`config.mk`:
```
export PLATFORM = sky130hd
export DESIGN_NAME = floating_point_accumulator_flat
export DESIGN_NICKNAME = d
export VERILOG_FILES = /design/src/rtl/float_pkg.sv /design/src/rtl/floating_point_accumulator_if.sv /design/src/rtl/floating_point_adder.sv /design/src/rtl/floating_point_accumulator.sv /design/src/flat_wrapper.sv
export SDC_FILE = /design/constraint.sdc
export NUM_CORES = 1
export LEC_CHECK = 0
export CORE_ASPECT_RATIO = 1.4
export CORE_UTILIZATION = 40
export CTS_BUF_LIST = sky130_fd_sc_hd__clkbuf_2 sky130_fd_sc_hd__clkbuf_4 sky130_fd_sc_hd__clkbuf_8
export CTS_CLUSTER_DIAMETER = 60
export DETAILED_ROUTE_END_ITERATION = 10
export PLACE_DENSITY = 0.56
export SETUP_SLACK_MARGIN = 0.2
export SLEW_MARGIN = 5
export SYNTH_ARGS = -nofsm -noshare
export SYNTH_HDL_FRONTEND = slang
export SYNTH_SLANG_ARGS = --single-unit
```
`constraint.sdc`:
```
create_clock -name clk -period 139.8 [get_ports clk]
set_clock_uncertainty 0.2 [all_clocks]
set_input_delay 27.96 -clock clk [delete_from_list [all_inputs] [get_ports clk]]
set_output_delay 27.96 -clock clk [all_outputs]
set_load 0.02 [all_outputs]
```
`src/rtl/float_pkg.sv`:
```
// Shared float definitions for the adder and the streaming accumulator.
package float_pkg;

    typedef enum logic [1:0] {
        IDLE   = 2'd0,
        ACCUM  = 2'd1,
        OUTPUT = 2'd2
    } acc_state_e;

    function automatic int float_width(input int ew, input int mw);
        return ew + mw + 1;
    endfunction

    // Constants are built 64 bits wide and truncated by the caller to its float width.
    function automatic logic [63:0] quiet_nan(input int ew, input int mw);
        return (((64'd1 << ew) - 64'd1) << mw) | (64'd1 << (mw - 1));
    endfunction

    function automatic logic [63:0] signed_zero(input logic sign, input int ew, input int mw);
        return {63'd0, sign} << (ew + mw);
    endfunction

endpackage

```
`src/rtl/floating_point_accumulator_if.sv`:
```
// Input beat stream and registered result stream of the accumulator.
interface floating_point_accumulator_if #(
    parameter int W  = 32,
    parameter int CW = 16
);
    logic          in_valid;
    logic          in_ready;
    logic [W-1:0]  in_data;
    logic          in_subtract;
    logic          in_last;
    logic          out_valid;
    logic          out_ready;
    logic [W-1:0]  out_data;
    logic [CW-1:0] out_count;
    logic          out_underflow;
    logic          out_overflow;
    logic          out_invalid;

    modport master (
        output in_valid, in_data, in_subtract, in_last, out_ready,
        input  in_ready, out_valid, out_data, out_count, out_underflow, out_overflow, out_invalid
    );

    modport slave (
        input  in_valid, in_data, in_subtract, in_last, out_ready,
        output in_ready, out_valid, out_data, out_count, out_underflow, out_overflow, out_invalid
    );
endinterface

```
`src/rtl/floating_point_adder.sv`:
```
// Combinational IEEE-style float adder: align, add/sub, normalise, round (RNE or truncate).
// underflow_flag marks a nonzero subnormal result; overflow_flag a finite-operand overflow.
module floating_point_adder
    import float_pkg::*;
#(
    parameter int EXPONENT_WIDTH                = 8,
    parameter int MANTISSA_WIDTH                = 23,
    parameter bit ROUND_TO_NEAREST_TIES_TO_EVEN = 1'b1,
    parameter bit IGNORE_SIGN_BIT_FOR_NAN       = 1'b1,
    localparam int W = float_width(EXPONENT_WIDTH, MANTISSA_WIDTH)
) (
    input  logic [W-1:0] a,
    input  logic [W-1:0] b,
    input  logic         subtract,
    output logic [W-1:0] result,
    output logic         underflow_flag,
    output logic         overflow_flag,
    output logic         invalid_operation_flag
);
    localparam int E  = EXPONENT_WIDTH;
    localparam int M  = MANTISSA_WIDTH;
    localparam int SW = M + 4;
    localparam logic [E-1:0]   EXP_MAX   = '1;
    localparam logic [E-1:0]   EXP_MAXM1 = EXP_MAX - 1'b1;
    localparam logic [E-1:0]   EXP_ONE   = E'(1);
    localparam logic [E+1:0]   EXP_X_ONE = (E+2)'(1);
    localparam logic [W-1:0]   QNAN      = W'(quiet_nan(E, M));

    logic          sa, sb, sb_eff;
    logic [E-1:0]  ea, eb;
    logic [M-1:0]  fa, fb;
    logic          nan_a, nan_b, inf_a, inf_b, snan_a, snan_b;
    logic          a_ge_b, s_big, eff_sub;
    logic [E-1:0]  e_big, e_small, eb_adj, es_adj, diff;
    logic [M-1:0]  f_big, f_small;
    logic [SW-1:0] man_big, man_small, man_small_al, norm;
    logic [2*SW-1:0] wide;
    logic [SW:0]   sum;
    logic [E+1:0]  exp_r, exp_f;
    logic [M+1:0]  rounded;
    logic [M-1:0]  frac_f;
    logic          round_up;
    int            shamt;

    assign {sa, ea, fa} = a;
    assign {sb, eb, fb} = b;
    assign sb_eff = sb ^ subtract;

    always_comb begin
        nan_a  = (ea == EXP_MAX) && (fa != '0);
        nan_b  = (eb == EXP_MAX) && (fb != '0);
        inf_a  = (ea == EXP_MAX) && (fa == '0);
        inf_b  = (eb == EXP_MAX) && (fb == '0);
        snan_a = nan_a && !fa[M-1];
        snan_b = nan_b && !fb[M-1];

        a_ge_b  = {ea, fa} >= {eb, fb};
        s_big   = a_ge_b ? sa : sb_eff;
        e_big   = a_ge_b ? ea : eb;
        e_small = a_ge_b ? eb : ea;
        f_big   = a_ge_b ? fa : fb;
        f_small = a_ge_b ? fb : fa;
        eff_sub = sa ^ sb_eff;

        // Subnormals carry no hidden bit and share the exponent of the smallest normal.
        man_big   = {(e_big != '0), f_big, 3'b000};
        man_small = {(e_small != '0), f_small, 3'b000};
        eb_adj    = (e_big == '0) ? EXP_ONE : e_big;
        es_adj    = (e_small == '0) ? EXP_ONE : e_small;
        diff      = eb_adj - es_adj;
        shamt     = (int'(diff) > SW) ? SW : int'(diff);

        wide         = {man_small, {SW{1'b0}}} >> shamt;
        man_small_al = wide[2*SW-1:SW] | {{(SW-1){1'b0}}, |wide[SW-1:0]};

        sum = eff_sub ? ({1'b0, man_big} - {1'b0, man_small_al})
                      : ({1'b0, man_big} + {1'b0, man_small_al});

        if (sum[SW]) begin
            norm  = {sum[SW:2], sum[1] | sum[0]};
            exp_r = {2'b00, eb_adj} + EXP_X_ONE;
        end else begin
            norm  = sum[SW-1:0];
            exp_r = {2'b00, eb_adj};
            for (int i = 0; i < SW; i++) begin
                if (!norm[SW-1] && (exp_r > EXP_X_ONE)) begin
                    norm  = norm << 1;
                    exp_r = exp_r - EXP_X_ONE;
                end
            end
        end

        round_up = ROUND_TO_NEAREST_TIES_TO_EVEN && norm[2] && (norm[1] || norm[0] || norm[3]);
        rounded  = {1'b0, norm[SW-1:3]} + {{(M+1){1'b0}}, round_up};

        if (rounded[M+1]) begin
            exp_f  = exp_r + EXP_X_ONE;
            frac_f = rounded[M:1];
        end else begin
            exp_f  = rounded[M] ? exp_r : '0;
            frac_f = rounded[M-1:0];
        end

        underflow_flag         = 1'b0;
        overflow_flag          = 1'b0;
        invalid_operation_flag = 1'b0;

        if (exp_f >= {2'b00, EXP_MAX}) begin
            overflow_flag = 1'b1;
            result = ROUND_TO_NEAREST_TIES_TO_EVEN ? {s_big, EXP_MAX, {M{1'b0}}}
                                                   : {s_big, EXP_MAXM1, {M{1'b1}}};
        end else if (rounded == '0) begin
            // Exact cancellation yields +0; only -0 + -0 keeps the sign.
            result = {eff_sub ? 1'b0 : s_big, {(W-1){1'b0}}};
        end else begin
            underflow_flag = (exp_f == '0);
            result = {s_big, exp_f[E-1:0], frac_f};
        end

        if (nan_a || nan_b) begin
            result = QNAN;
            if (!IGNORE_SIGN_BIT_FOR_NAN) result[W-1] = nan_a ? sa : sb;
            underflow_flag         = 1'b0;
            overflow_flag          = 1'b0;
            invalid_operation_flag = snan_a || snan_b;
        end else if (inf_a || inf_b) begin
            underflow_flag = 1'b0;
            overflow_flag  = 1'b0;
            if (inf_a && inf_b && (sa != sb_eff)) begin
                result                 = QNAN;
                invalid_operation_flag = 1'b1;
            end else begin
                result = inf_a ? {sa, EXP_MAX, {M{1'b0}}} : {sb_eff, EXP_MAX, {M{1'b0}}};
            end
        end
    end

endmodule

```
`src/rtl/floating_point_accumulator.sv`:
```
// Packet-wise float reduction: sums beats until in_last, then holds the result for handoff.
// state  | meaning
// IDLE   | waiting for first beat; it loads acc directly, bypassing the adder
// ACCUM  | adding further beats into acc through the adder
// OUTPUT | result registers valid, waiting for out_ready
module floating_point_accumulator
    import float_pkg::*;
#(
    parameter int EXPONENT_WIDTH                = 8,
    parameter int MANTISSA_WIDTH                = 23,
    parameter bit ROUND_TO_NEAREST_TIES_TO_EVEN = 1'b1,
    parameter bit IGNORE_SIGN_BIT_FOR_NAN       = 1'b1,
    parameter int COUNT_WIDTH                   = 16
) (
    input logic                        clk,
    input logic                        rst_n,
    floating_point_accumulator_if.slave bus
);
    localparam int W = float_width(EXPONENT_WIDTH, MANTISSA_WIDTH);
    localparam logic [W-1:0] POS_ZERO = W'(signed_zero(1'b0, EXPONENT_WIDTH, MANTISSA_WIDTH));

    acc_state_e             state, state_nxt;
    logic [W-1:0]           acc, acc_nxt, sum;
    logic [COUNT_WIDTH-1:0] count, count_nxt, count_inc;
    logic                   uf, of, inv, uf_nxt, of_nxt, inv_nxt;
    logic                   add_uf, add_of, add_inv;
    logic                   accept;

    floating_point_adder #(
        .EXPONENT_WIDTH               (EXPONENT_WIDTH),
        .MANTISSA_WIDTH               (MANTISSA_WIDTH),
        .ROUND_TO_NEAREST_TIES_TO_EVEN(ROUND_TO_NEAREST_TIES_TO_EVEN),
        .IGNORE_SIGN_BIT_FOR_NAN      (IGNORE_SIGN_BIT_FOR_NAN)
    ) u_adder (
        .a                     (acc),
        .b                     (bus.in_data),
        .subtract              (bus.in_subtract),
        .result                (sum),
        .underflow_flag        (add_uf),
        .overflow_flag         (add_of),
        .invalid_operation_flag(add_inv)
    );

    assign count_inc     = (count == '1) ? count : count + 1'b1;
    assign accept        = bus.in_valid && bus.in_ready;
    assign bus.out_valid = (state == OUTPUT);

    always_comb begin
        state_nxt    = state;
        bus.in_ready = 1'b0;
        acc_nxt      = bus.in_data;
        count_nxt    = COUNT_WIDTH'(1);
        uf_nxt       = 1'b0;
        of_nxt       = 1'b0;
        inv_nxt      = 1'b0;
        case (state)
            IDLE, ACCUM: begin
                bus.in_ready = rst_n;
                if (bus.in_valid && rst_n) state_nxt = bus.in_last ? OUTPUT : ACCUM;
                if (state == ACCUM) begin
                    acc_nxt   = sum;
                    count_nxt = count_inc;
                    uf_nxt    = uf | add_uf;
                    of_nxt    = of | add_of;
                    inv_nxt   = inv | add_inv;
                end
            end
            OUTPUT: if (bus.out_ready) state_nxt = IDLE;
            default: state_nxt = IDLE;
        endcase
    end

    always_ff @(posedge clk or negedge rst_n) begin
        if (!rst_n) begin
            state             <= IDLE;
            acc               <= POS_ZERO;
            count             <= '0;
            uf                <= 1'b0;
            of                <= 1'b0;
            inv               <= 1'b0;
            bus.out_data      <= '0;
            bus.out_count     <= '0;
            bus.out_underflow <= 1'b0;
            bus.out_overflow  <= 1'b0;
            bus.out_invalid   <= 1'b0;
        end else begin
            state <= state_nxt;
            if (accept) begin
                acc   <= acc_nxt;
                count <= count_nxt;
                uf    <= uf_nxt;
                of    <= of_nxt;
                inv   <= inv_nxt;
            end
            // Result registers only move when a packet completes.
            if (accept && bus.in_last) begin
                bus.out_data      <= acc_nxt;
                bus.out_count     <= count_nxt;
                bus.out_underflow <= uf_nxt;
                bus.out_overflow  <= of_nxt;
                bus.out_invalid   <= inv_nxt;
            end
        end
    end

endmodule

```
`src/flat_wrapper.sv`:
```
// flat-port wrapper written by rule: the top's interface ports become plain ports
module floating_point_accumulator_flat import float_pkg::*;
#(
    parameter int EXPONENT_WIDTH                = 8,
    parameter int MANTISSA_WIDTH                = 23,
    parameter bit ROUND_TO_NEAREST_TIES_TO_EVEN = 1'b1,
    parameter bit IGNORE_SIGN_BIT_FOR_NAN       = 1'b1,
    parameter int COUNT_WIDTH                   = 16
)
  (clk, rst_n, bus_in_valid, bus_in_data, bus_in_subtract, bus_in_last, bus_out_ready, bus_in_ready, bus_out_valid, bus_out_data, bus_out_count, bus_out_underflow, bus_out_overflow, bus_out_invalid);
  floating_point_accumulator_if #(.W(32), .CW(16)) bus_i ();
  input logic clk;
  input logic rst_n;
  input wire logic [$bits(bus_i.in_valid)-1:0] bus_in_valid;
  input wire logic [$bits(bus_i.in_data)-1:0] bus_in_data;
  input wire logic [$bits(bus_i.in_subtract)-1:0] bus_in_subtract;
  input wire logic [$bits(bus_i.in_last)-1:0] bus_in_last;
  input wire logic [$bits(bus_i.out_ready)-1:0] bus_out_ready;
  output wire logic [$bits(bus_i.in_ready)-1:0] bus_in_ready;
  output wire logic [$bits(bus_i.out_valid)-1:0] bus_out_valid;
  output wire logic [$bits(bus_i.out_data)-1:0] bus_out_data;
  output wire logic [$bits(bus_i.out_count)-1:0] bus_out_count;
  output wire logic [$bits(bus_i.out_underflow)-1:0] bus_out_underflow;
  output wire logic [$bits(bus_i.out_overflow)-1:0] bus_out_overflow;
  output wire logic [$bits(bus_i.out_invalid)-1:0] bus_out_invalid;
  assign bus_i.in_valid = bus_in_valid;
  assign bus_i.in_data = bus_in_data;
  assign bus_i.in_subtract = bus_in_subtract;
  assign bus_i.in_last = bus_in_last;
  assign bus_i.out_ready = bus_out_ready;
  assign bus_in_ready = bus_i.in_ready;
  assign bus_out_valid = bus_i.out_valid;
  assign bus_out_data = bus_i.out_data;
  assign bus_out_count = bus_i.out_count;
  assign bus_out_underflow = bus_i.out_underflow;
  assign bus_out_overflow = bus_i.out_overflow;
  assign bus_out_invalid = bus_i.out_invalid;
  floating_point_accumulator #(.EXPONENT_WIDTH(EXPONENT_WIDTH), .MANTISSA_WIDTH(MANTISSA_WIDTH), .ROUND_TO_NEAREST_TIES_TO_EVEN(ROUND_TO_NEAREST_TIES_TO_EVEN), .IGNORE_SIGN_BIT_FOR_NAN(IGNORE_SIGN_BIT_FOR_NAN), .COUNT_WIDTH(COUNT_WIDTH)) u_core (.clk(clk), .rst_n(rst_n), .bus(bus_i));
endmodule
```
# Yosys cells after proc, flatten, opt, wreduce, memory -nomap -nowiden
# Index checks and enable logic that the tools add are counted.
dict set report classes {
  n_addsub 34
  n_mul 0
  div_mod_pow 0
  order_cmp 30
  eq_ne 8
  shifts 1
  muxes 153
  bitwise_logic 7
  n_reduce_logical 87
}
# op count
set ops {}
lappend ops {{two-way mux 27 bit} 54}
lappend ops {{two-way mux 10 bit} 56}
lappend ops {{greater-than comparator 10 x 1 -> 1 bit, second input constant} 26}
lappend ops {{subtractor 10 x 1 -> 10 bit, second input constant} 26}
lappend ops {{two-way mux 32 bit} 8}
lappend ops {{two-way mux 23 bit} 3}
lappend ops {{right shift 54 x 8 -> 54 bit} 1}
lappend ops {{two-way mux 16 bit} 3}
lappend ops {{zero test 23 bit} 2}
lappend ops {{nonzero test 23 bit} 2}
lappend ops {{two-way mux 8 bit} 5}
lappend ops {{logical AND 1 bit} 39}
lappend ops {{>= comparator 31 bit} 1}
lappend ops {{zero test 1 bit} 29}
lappend ops {{adder 27 x 27 -> 28 bit} 1}
lappend ops {{two-way mux 28 bit} 1}
lappend ops {{subtractor 27 x 27 -> 28 bit} 1}
lappend ops {{bitwise OR 27 x 1 -> 27 bit} 1}
lappend ops {{OR reduction 27 bit} 1}
lappend ops {{adder 24 x 1 -> 25 bit} 1}
lappend ops {{zero test 25 bit} 1}
lappend ops {{two-way mux 1 bit} 19}
lappend ops {{adder 16 x 1 -> 16 bit, second input constant} 1}
lappend ops {{equality test 16 bit, second input constant} 1}
lappend ops {{other kinds (24)} 37}
dict set report word_totals {
  regBits 104
  latch_bits 0
  ram_bits 0
  mem_bits_ro 0
  input_bits 38
  output_inout_bits 53
  elab_cells 331
  n_memories 0
}

# Logic depth before layout (Yosys ltp)
# Gate-level depths: netlist of run 1.
dict set report depth {
  ltp_word 134
  ltp_mapped 296
  ltp_nobuf 246
}

# Hierarchy
# From an unflattened synthesis of run 1, not the netlist that was laid out.
dict set report hier_totals {
  cells_unflattened 5609
  area_unflattened_um2 37419.6
}
# mod n_inst cells_per_inst area_each_um2 seq_area_each_um2
set modules_own_cells {}
lappend modules_own_cells {floating_point_adder 1 5128 32671.3 0.0}
lappend modules_own_cells {floating_point_accumulator 1 481 4748.3 2602.5}

# Worst setup path before layout of run 1
# No wires, ideal clock.
dict set report synth_timing {
  path_type {input port to flip-flop}
  from {input port bus_in_data[12]}
  to {register u_core.acc[8]}
  setup_time_ns 0.082
  arrival_ns 85.290
  required_time_ns 139.518
  slack_ns 54.228
  stages 280
  n_path_buf 54
  cell_sequence {inv_1 -> ha_1 -> a211oi_1 -> o22ai_1 -> a211o_1 -> o21a_2 -> nor2_2 -> clkbuf_8 -> clkbuf_1 -> buf_1 -> buf_1 -> mux2i_1 -> inv_1 -> ha_1 -> a21o_1 -> a21o_1 -> a21oi_1 -> mux2_1 -> [... 244 more ...] -> o31ai_4 -> buf_4 -> buf_6 -> clkbuf_1 -> mux2i_1 -> a21oi_1 -> ha_1 -> o21ai_0 -> or4_1 -> or4_1 -> or4b_1 -> o21a_1 -> a21oi_1 -> a211oi_2 -> a211oi_4 -> buf_6 -> o211ai_1 -> a31oi_1}
}
dict set report synth_between {
  elab_chain_cells 132
  elab_cells_between_ends 263
  classes_between {add/sub: 33; order compare: 30; shift: 1; mux: 126; bitwise: 2; reduce/logical: 71}
}
# element line_no
set synth_lines {}
lappend synth_lines {{start: declaration} flat_wrapper.sv:15} ;# input wire logic [$bits(bus_i.in_data)-1:0] bus_in_data;
lappend synth_lines {{>= comparator 31 bit} floating_point_adder.sv:57} ;# a_ge_b = {ea, fa} >= {eb, fb};
lappend synth_lines {{two-way mux 8 bit (on tied branches)} {floating_point_adder.sv:59, floating_point_adder.sv:60}}
lappend synth_lines {{zero test 8 bit (on tied branches)} {floating_point_adder.sv:68, floating_point_adder.sv:69}}
lappend synth_lines {{two-way mux 8 bit (on tied branches)} {floating_point_adder.sv:68, floating_point_adder.sv:69}}
lappend synth_lines {{subtractor 8 bit} floating_point_adder.sv:70} ;# diff = eb_adj - es_adj;
lappend synth_lines {{greater-than comparator 8 x 5 -> 1 bit} floating_point_adder.sv:71} ;# shamt = (int'(diff) > SW) ? SW : int'(diff);
lappend synth_lines {{two-way mux 8 bit} floating_point_adder.sv:71}
lappend synth_lines {{right shift 54 x 8 -> 54 bit} floating_point_adder.sv:73} ;# wide = {man_small, {SW{1'b0}}} >> shamt;
lappend synth_lines {{[... 116 more ...]} -}
lappend synth_lines {{two-way mux 10 bit} floating_point_adder.sv:100} ;# exp_f = rounded[M] ? exp_r : '0;
lappend synth_lines {{two-way mux 10 bit} floating_point_adder.sv:96} ;# if (rounded[M+1]) begin
lappend synth_lines {{>= comparator 10 x 8 -> 1 bit} floating_point_adder.sv:108} ;# if (exp_f >= {2'b00, EXP_MAX}) begin
lappend synth_lines {{two-way mux 32 bit} floating_point_adder.sv:108}
lappend synth_lines {{two-way mux 32 bit} floating_point_adder.sv:126} ;# end else if (inf_a || inf_b) begin
lappend synth_lines {{two-way mux 32 bit *} floating_point_adder.sv:120} ;# if (nan_a || nan_b) begin
lappend synth_lines {{two-way mux 32 bit *} floating_point_accumulator.sv:60} ;# if (state == ACCUM) begin
lappend synth_lines {{two-way mux 32 bit *} floating_point_accumulator.sv:56} ;# case (state)
lappend synth_lines {{end signal: assignment} floating_point_accumulator.sv:89} ;# acc <= acc_nxt;
lappend synth_lines {{end: declaration} floating_point_accumulator.sv:23} ;# logic [W-1:0] acc, acc_nxt, sum;
# Every way passes the cells marked *; elsewhere a longest branch is shown, timed or not. The select of a mux whose other input is x is not followed.
# A chain may end at the register's enable or synchronous reset.

# Worst setup path in the final report of run 1
dict set report layout_timing {
  from {input port bus_in_data[24]}
  to {register u_core.bus.out_data[19]}
}
dict set report layout_between {
  elab_chain_cells 132
  elab_cells_between_ends 262
  classes_between {add/sub: 33; order compare: 30; eq/ne: 1; shift: 1; mux: 126; bitwise: 2; reduce/logical: 69}
}
# element line_no
set layout_lines {}
lappend layout_lines {{>= comparator 31 bit} floating_point_adder.sv:57}
lappend layout_lines {{two-way mux 8 bit (on tied branches)} {floating_point_adder.sv:59, floating_point_adder.sv:60}}
lappend layout_lines {{zero test 8 bit (on tied branches)} {floating_point_adder.sv:68, floating_point_adder.sv:69}}
lappend layout_lines {{two-way mux 8 bit (on tied branches)} {floating_point_adder.sv:68, floating_point_adder.sv:69}}
lappend layout_lines {{subtractor 8 bit} floating_point_adder.sv:70}
lappend layout_lines {{greater-than comparator 8 x 5 -> 1 bit} floating_point_adder.sv:71}
lappend layout_lines {{two-way mux 8 bit} floating_point_adder.sv:71}
lappend layout_lines {{right shift 54 x 8 -> 54 bit} floating_point_adder.sv:73}
lappend layout_lines {{[... 116 more ...]} -}
lappend layout_lines {{two-way mux 10 bit} floating_point_adder.sv:100}
lappend layout_lines {{two-way mux 10 bit} floating_point_adder.sv:96}
lappend layout_lines {{>= comparator 10 x 8 -> 1 bit} floating_point_adder.sv:108}
lappend layout_lines {{two-way mux 32 bit} floating_point_adder.sv:108}
lappend layout_lines {{two-way mux 32 bit} floating_point_adder.sv:126}
lappend layout_lines {{two-way mux 32 bit *} floating_point_adder.sv:120}
lappend layout_lines {{two-way mux 32 bit *} floating_point_accumulator.sv:60}
lappend layout_lines {{two-way mux 32 bit *} floating_point_accumulator.sv:56}
lappend layout_lines {{end signal: assignment} floating_point_accumulator.sv:97} ;# bus.out_data <= acc_nxt;
lappend layout_lines {{end: declaration} floating_point_accumulator_if.sv:26} ;# output in_ready, out_valid, out_data, out_count, out_underflow, out_overflow, out_invalid
# Marks and branches as above.

==> qor.txt, run 1 <==
Status - finished, final reports clean
Mapped Area - 0.03619 mm2
Worst-path clk slew - 0.11 ns
Final Slew Violations - 0
CTS tree - done
RSZ-0062 raised after global routing - no
Final hold vios - 0
Setup crit end - u_core.bus.out_data[19]
Die height - 357.9 um
Non-Filler Instances - 6542
WL/cell - 22.40 um
Fin crit period - 95.27 ns
PostCTS Resize Cnt - 0
Via density - 6.396
Adder-cell area share of the yosys netlist - 5.061%
Reg2Reg Depth - 251
Drt first pass iters - 6
Syn_nets - 5665
Crit path arrival time - 95.35 ns
Mux cell area share after synthesis - 10.86%
Worst skew pair latency - 0.40 ns
Nets - 5532
DRC violations left - 0
Largest net degree at the start of global routing - 71
Syn_area_per_cell - 6.602 um2
Crit share post-route - 68.15%
DRT iter0 DRCs - 3612
Main combinational cell family by area after synthesis - compound AO/OA/AOI/OAI gates
Simple-gate share of the synthesized area - 30.82%
Clk buf depth - 2
DP Wirelength - 117.7 mm
Setup Fix Bufs, Post-CTS - 0
Setup TNS - 0 ns
Row count - 130
Reg2Reg Capture Point - u_core.bus.out_data[19]
Slowest-stage cell, CP - a21oi_4
Yosys reg bits - 104
IO Port Bufs - 90
Final setup fails - 0
Commonest cells post-synth - nand2_1, nor2_1, a21oi_1, o21ai_0, mux2i_1
Hold path startpoint - u_core.bus.out_invalid
CP endpoint kind - flip-flop
Slew HR - 19.74%
Share of the synthesized area in the top cell type - 7.250%
Routability congestion estimate from global placement - 1.038
Vias - 41840
XOR/XNOR share of the synthesized area - 4.221%
Share of cells above drive strength 1 - 9.227%
Total global routing overflow - 0
First-pass GRT wire length - 223.6 mm
Fill count - 9631
Multi-input gate area - 0.03147 mm2
Cell variety after synth - 170
Most used cell, CP - ha_1
Antenna cell count - 0
Reg area - 0.002603 mm2
Initial antenna violation count - 1
Initial Utilization - 40.38%
Max-Cap Viols - 0
Post-synth EDFFs - 0
Kind of critical path - input pin to flip-flop
Vias in the first global route - 38900
Ys async rst share - 100.0%
Cells after Synth - 5482
Post-synthesis sequential area ratio - 7.191%
CP required - 139.89 ns
Synth area leader - nand2_1
Type of origin of the critical path - input pin
Reg2Reg Setup Slack - 72.38 ns
Detail Route Antenna Nets - 0
Largest stage delay, worst path - 0.92 ns
Die width - 256.2 um
CTS sink count - 104
Worst Path Max Fanout - 65
FMAX - 0.01050 GHz
Total track usage - 30.30%
Placed Instances - 6526
Root buffer cell - clkbuf_8
Worst Max-Slew Pin Slew - 1.188 ns
Worst Setup SP - bus_in_data[24]
H-tree levels - 3
Synth Warn # - 0
Synth area leaders - nand2_1, dfrtp_1, nor2_1
Total CTS buffers - 9
Hold WC Path Type - flip-flop to flip-flop
Origin of the critical flop-to-flop path - u_core.acc[24]
Total die area - 0.09170 mm2
Placeable Area - 0.08962 mm2
Routed WL - 146.5 mm
Compound-Gate Fraction of Synth Area - 35.55%
Post-synth top flop - dfrtp_1
Area Growth Syn to Fin - 4.757%
Top-count cell post-synth - nand2_1
# IOs - 91
Hold_buf cts - 0
## worst min-delay path by stage
stage                                   end  slack [ns]  cells after the start
finish               u_core.bus.out_invalid        0.29                      2
global route        u_core.bus.out_count[2]        0.33                      2
CTS                 u_core.bus.out_data[25]        0.30                      2
detailed placement   u_core.bus.out_invalid        0.27                      2
global placement    u_core.bus.out_data[24]        0.27                      2
floorplan                   u_core.state[0]        0.25                      1
## cell families (layout without fill, tap and decap cells)
logic type      count (synthesis)  after routing
simple gates                 2295           2295
mux                           374            374
buf+inv                       491            363
compound gates               1906           1906
fa+ha+maj                     146            146
flops                         104            104
xor+xnor                      166            166
## per-stage QoR
| step | area (um2) | utilization, % | hold WS, ns | setup WS (ns) |
|---|---|---|---|---|
| after floorplan | 36190 | - | 0.2471 | 54.23 |
| after global placement | 37700 | 42.07 | 0.2666 | 46.05 |
| after detailed placement | 37700 | 42.07 | 0.2716 | 44.81 |
| after CTS | 37910 | 42.30 | 0.2967 | 44.99 |
| after global routing | 37910 | 42.30 | 0.3300 | 38.45 |
| final | 37910 | 42.30 | 0.2886 | 44.53 |
## area by class of cell
class                      instances  share of cell area, %
clock buffer                      10                 0.3465
sequential                       104                  6.864
clock inverter                     6                 0.2013
multi-input combinational       4887                  83.00
tap                             1188                  3.921
inverter                         181                  1.795
timing repair buffer             166                  3.874
## state kept, by name (all words and copies together) (netlist names)
name and flops:
u_core.count 16, u_core.bus.out_underflow 1, u_core.bus.out_invalid 1, u_core.bus.out_data 32
u_core.uf 1, u_core.acc 32, u_core.inv 1, u_core.bus.out_overflow 1
u_core.bus.out_count 16, u_core.of 1, u_core.state 2
## critical path, delay by kind of cell
family          cells  cell delay, ns
compound gates     79           20.43
xor+xnor           11            3.71
fa+ha+maj          31            9.38
buf+inv            42           10.15
mux                 5            1.78
simple gates       85           21.72
## per-layer routing
layer / track usage, % / vias up / routed length (um)
li1: - / 20240 / -
met1: 35.23 / 19640 / 58150
met2: 54.75 / 1535 / 71670
met3: 2.792 / 430 / 8156
met4: 16.28 / 0 / 8563
met5: 0 / - / 0
## placed cells by master (no fill, tap or decap), types with 23 or more instances in the layout
master,instances
o21a_1,56
xor2_1,38
a211oi_1,63
clkdlybuf4s50_1,89
nand3_1,167
a31oi_1,98
ha_1,144
or3_1,53
o31ai_1,53
dfrtp_1,104
a21o_1,65
a221oi_1,23
o21ai_1,64
nand4_1,68
xnor2_1,117
nor3_1,163
nor2_1,655
or2_2,38
a211o_1,23
mux2_2,115
o211ai_1,70
and3_1,52
mux2i_1,242
and2_1,61
o21ai_0,412
inv_1,170
or4_1,26
nand2b_1,32
nor4_1,66
nand2_1,698
buf_4,77
a21oi_1,488
Power of run 1 is not shown: default switching activity piles up to over one toggle a cycle in this logic, so the estimate is an artifact.
==> run 2, diff against run 1 <==
- clock period: 139.8 -> 96.4 ns (I/O delays scaled with it)
==> run 2 against run 1 <==
Global-route usage increased by 0.28 points. Die area unchanged. Critical endpoint is now u_core.bus.out_data[15]. Highest routed layer is now met5. Register-to-register slack got worse by 44 ns. Hold slack improved by 0.0050 ns. Via count increased by 0.24%.
==> qor.txt, run 2 (same netlist as run 1, synthesis figures left out) <==
Status - finished, final reports clean
Vias - 41940
Delay-heaviest family, CP - simple AND/OR/NAND/NOR gates
Utilization after layout - 42.21%
Via density - 6.421
Most common cell after layout, fill and taps aside - nand2_1
Crit path arrival time - 87.60 ns
Max-Cap Viols - 0
Routed WL - 147.2 mm
Total global routing overflow - 0
DP Wirelength - 117.8 mm
CP endpoint kind - flip-flop
Kind of critical path - input pin to flip-flop
Total track usage - 30.59%
Top routing layer in use - met5
Worst-path clk slew - 0.11 ns
Vias in the first global route - 39360
PostCTS Resize Cnt - 0
Initial antenna violation count - 2
Reg2Reg Capture Point - u_core.bus.out_data[15]
Number of buffers and inverters on the critical path - 42
Hold WC Path Type - flip-flop to flip-flop
Drt first pass iters - 8
FMAX - 0.01143 GHz
Largest net degree at the start of global routing - 65
Setup TNS - 0 ns
Detail Route Antenna Nets - 0
Reg2Reg Depth - 249
Worst Setup SP - bus_in_data[24]
Antenna cell count - 0
Origin of the critical flop-to-flop path - u_core.acc[24]
Final hold vios - 0
First-pass GRT wire length - 226.0 mm
Die height - 357.9 um
Root buffer cell - clkbuf_8
H-tree levels - 3
Met2 wire len - 71.34 mm
WL/cell - 22.53 um
Hold_buf cts - 0
Fill count - 9642
Top Registers - u_core.acc: 32 flops, u_core.bus.out_data: 32 flops
DRC violations left - 0
Setup Fix Bufs, Post-CTS - 0
Reg2Reg Setup Slack - 28.06 ns
Initial Utilization - 40.38%
Clk buf depth - 2
Setup crit end - u_core.bus.out_data[15]
CTS tree - done
Type of origin of the critical path - input pin
Total CTS buffers - 9
Slowest-stage cell, CP - a21oi_4
CTS sink count - 104
Area Growth Syn to Fin - 4.522%
CP required - 96.49 ns
DRT iter0 DRCs - 3658
Final setup fails - 0
WL met1 - 58.67 mm
Slew HR - 3.517%
Most frequent cells in the layout - nand2_1, nor2_1, a21oi_1
Final Slew Violations - 0
Die width - 256.2 um
Share of cells above drive strength 1 - 9.038%
Critical Path Stages - 251
Worst Path Max Fanout - 56
# IOs - 91
Placeable Area - 0.08962 mm2
Worst skew pair latency - 0.41 ns
Routability congestion estimate from global placement - 1.019
Fin crit period - 87.51 ns
RSZ-0062 raised after global routing - no
Row count - 130
DR WL met3 - 8.176 mm
Worst Max-Slew Pin Slew - 1.447 ns
Nets - 5522
Largest stage delay, worst path - 0.90 ns
Total die area - 0.09170 mm2
IO Port Bufs - 90
Crit share post-route - 90.78%
Most used cell, CP - ha_1
[run 2: worst min path at each step]
stage,end,slack (ns),cells after the start,startpoint
floorplan,u_core.state[0],0.25,1,u_core.state[1]
detailed placement,u_core.bus.out_data[30],0.27,2,u_core.bus.out_data[30]
CTS,u_core.bus.out_data[30],0.30,2,u_core.bus.out_data[30]
global route,u_core.bus.out_count[3],0.32,2,u_core.bus.out_count[3]
global placement,u_core.bus.out_data[30],0.26,2,u_core.bus.out_data[30]
finish,u_core.bus.out_data[30],0.29,2,u_core.bus.out_data[30]
[run 2: area by class of cell]
| cell class | count | area, um2 | share of cell area, % |
|---|---|---|---|
| clock buffers | 10 | 137.6 | 0.3638 |
| well taps | 1188 | 1486 | 3.929 |
| multi-input cells | 4887 | 31460 | 83.18 |
| repair buffers | 156 | 1394 | 3.685 |
| clock inverters | 6 | 62.56 | 0.1654 |
| flip-flops and latches | 104 | 2603 | 6.880 |
| inverters | 181 | 680.7 | 1.799 |
[run 2: tightest hold or removal path, stage by stage, from the launching register on]
cell and delay (ns):
dfrtp_1 0.36, nand2_1 0.05, o21ai_0 0.06
[run 2: per-layer routing]
metal | track usage [%] | vias up
li1 | - | 20210
met1 | 35.63 | 19690
met2 | 54.26 | 1586
met3 | 3.449 | 455
met4 | 17.38 | 2
met5 | 0 | -
[run 2: per-stage QoR]
step / cell area, um2 / setup slack (ns) / std cells / hold slack, ns
CTS: 37830 / 9.685 / 6532 / 0.2950
detailed placement: 37630 / 9.497 / 6516 / 0.2686
global placement: 37630 / 10.65 / 6516 / 0.2626
finish: 37830 / 8.887 / 6532 / 0.2937
floorplan: 36190 / 19.51 / 5482 / 0.2471
global route: 37830 / 2.485 / 6532 / 0.3184
Power of run 2 is left out for the same reason.
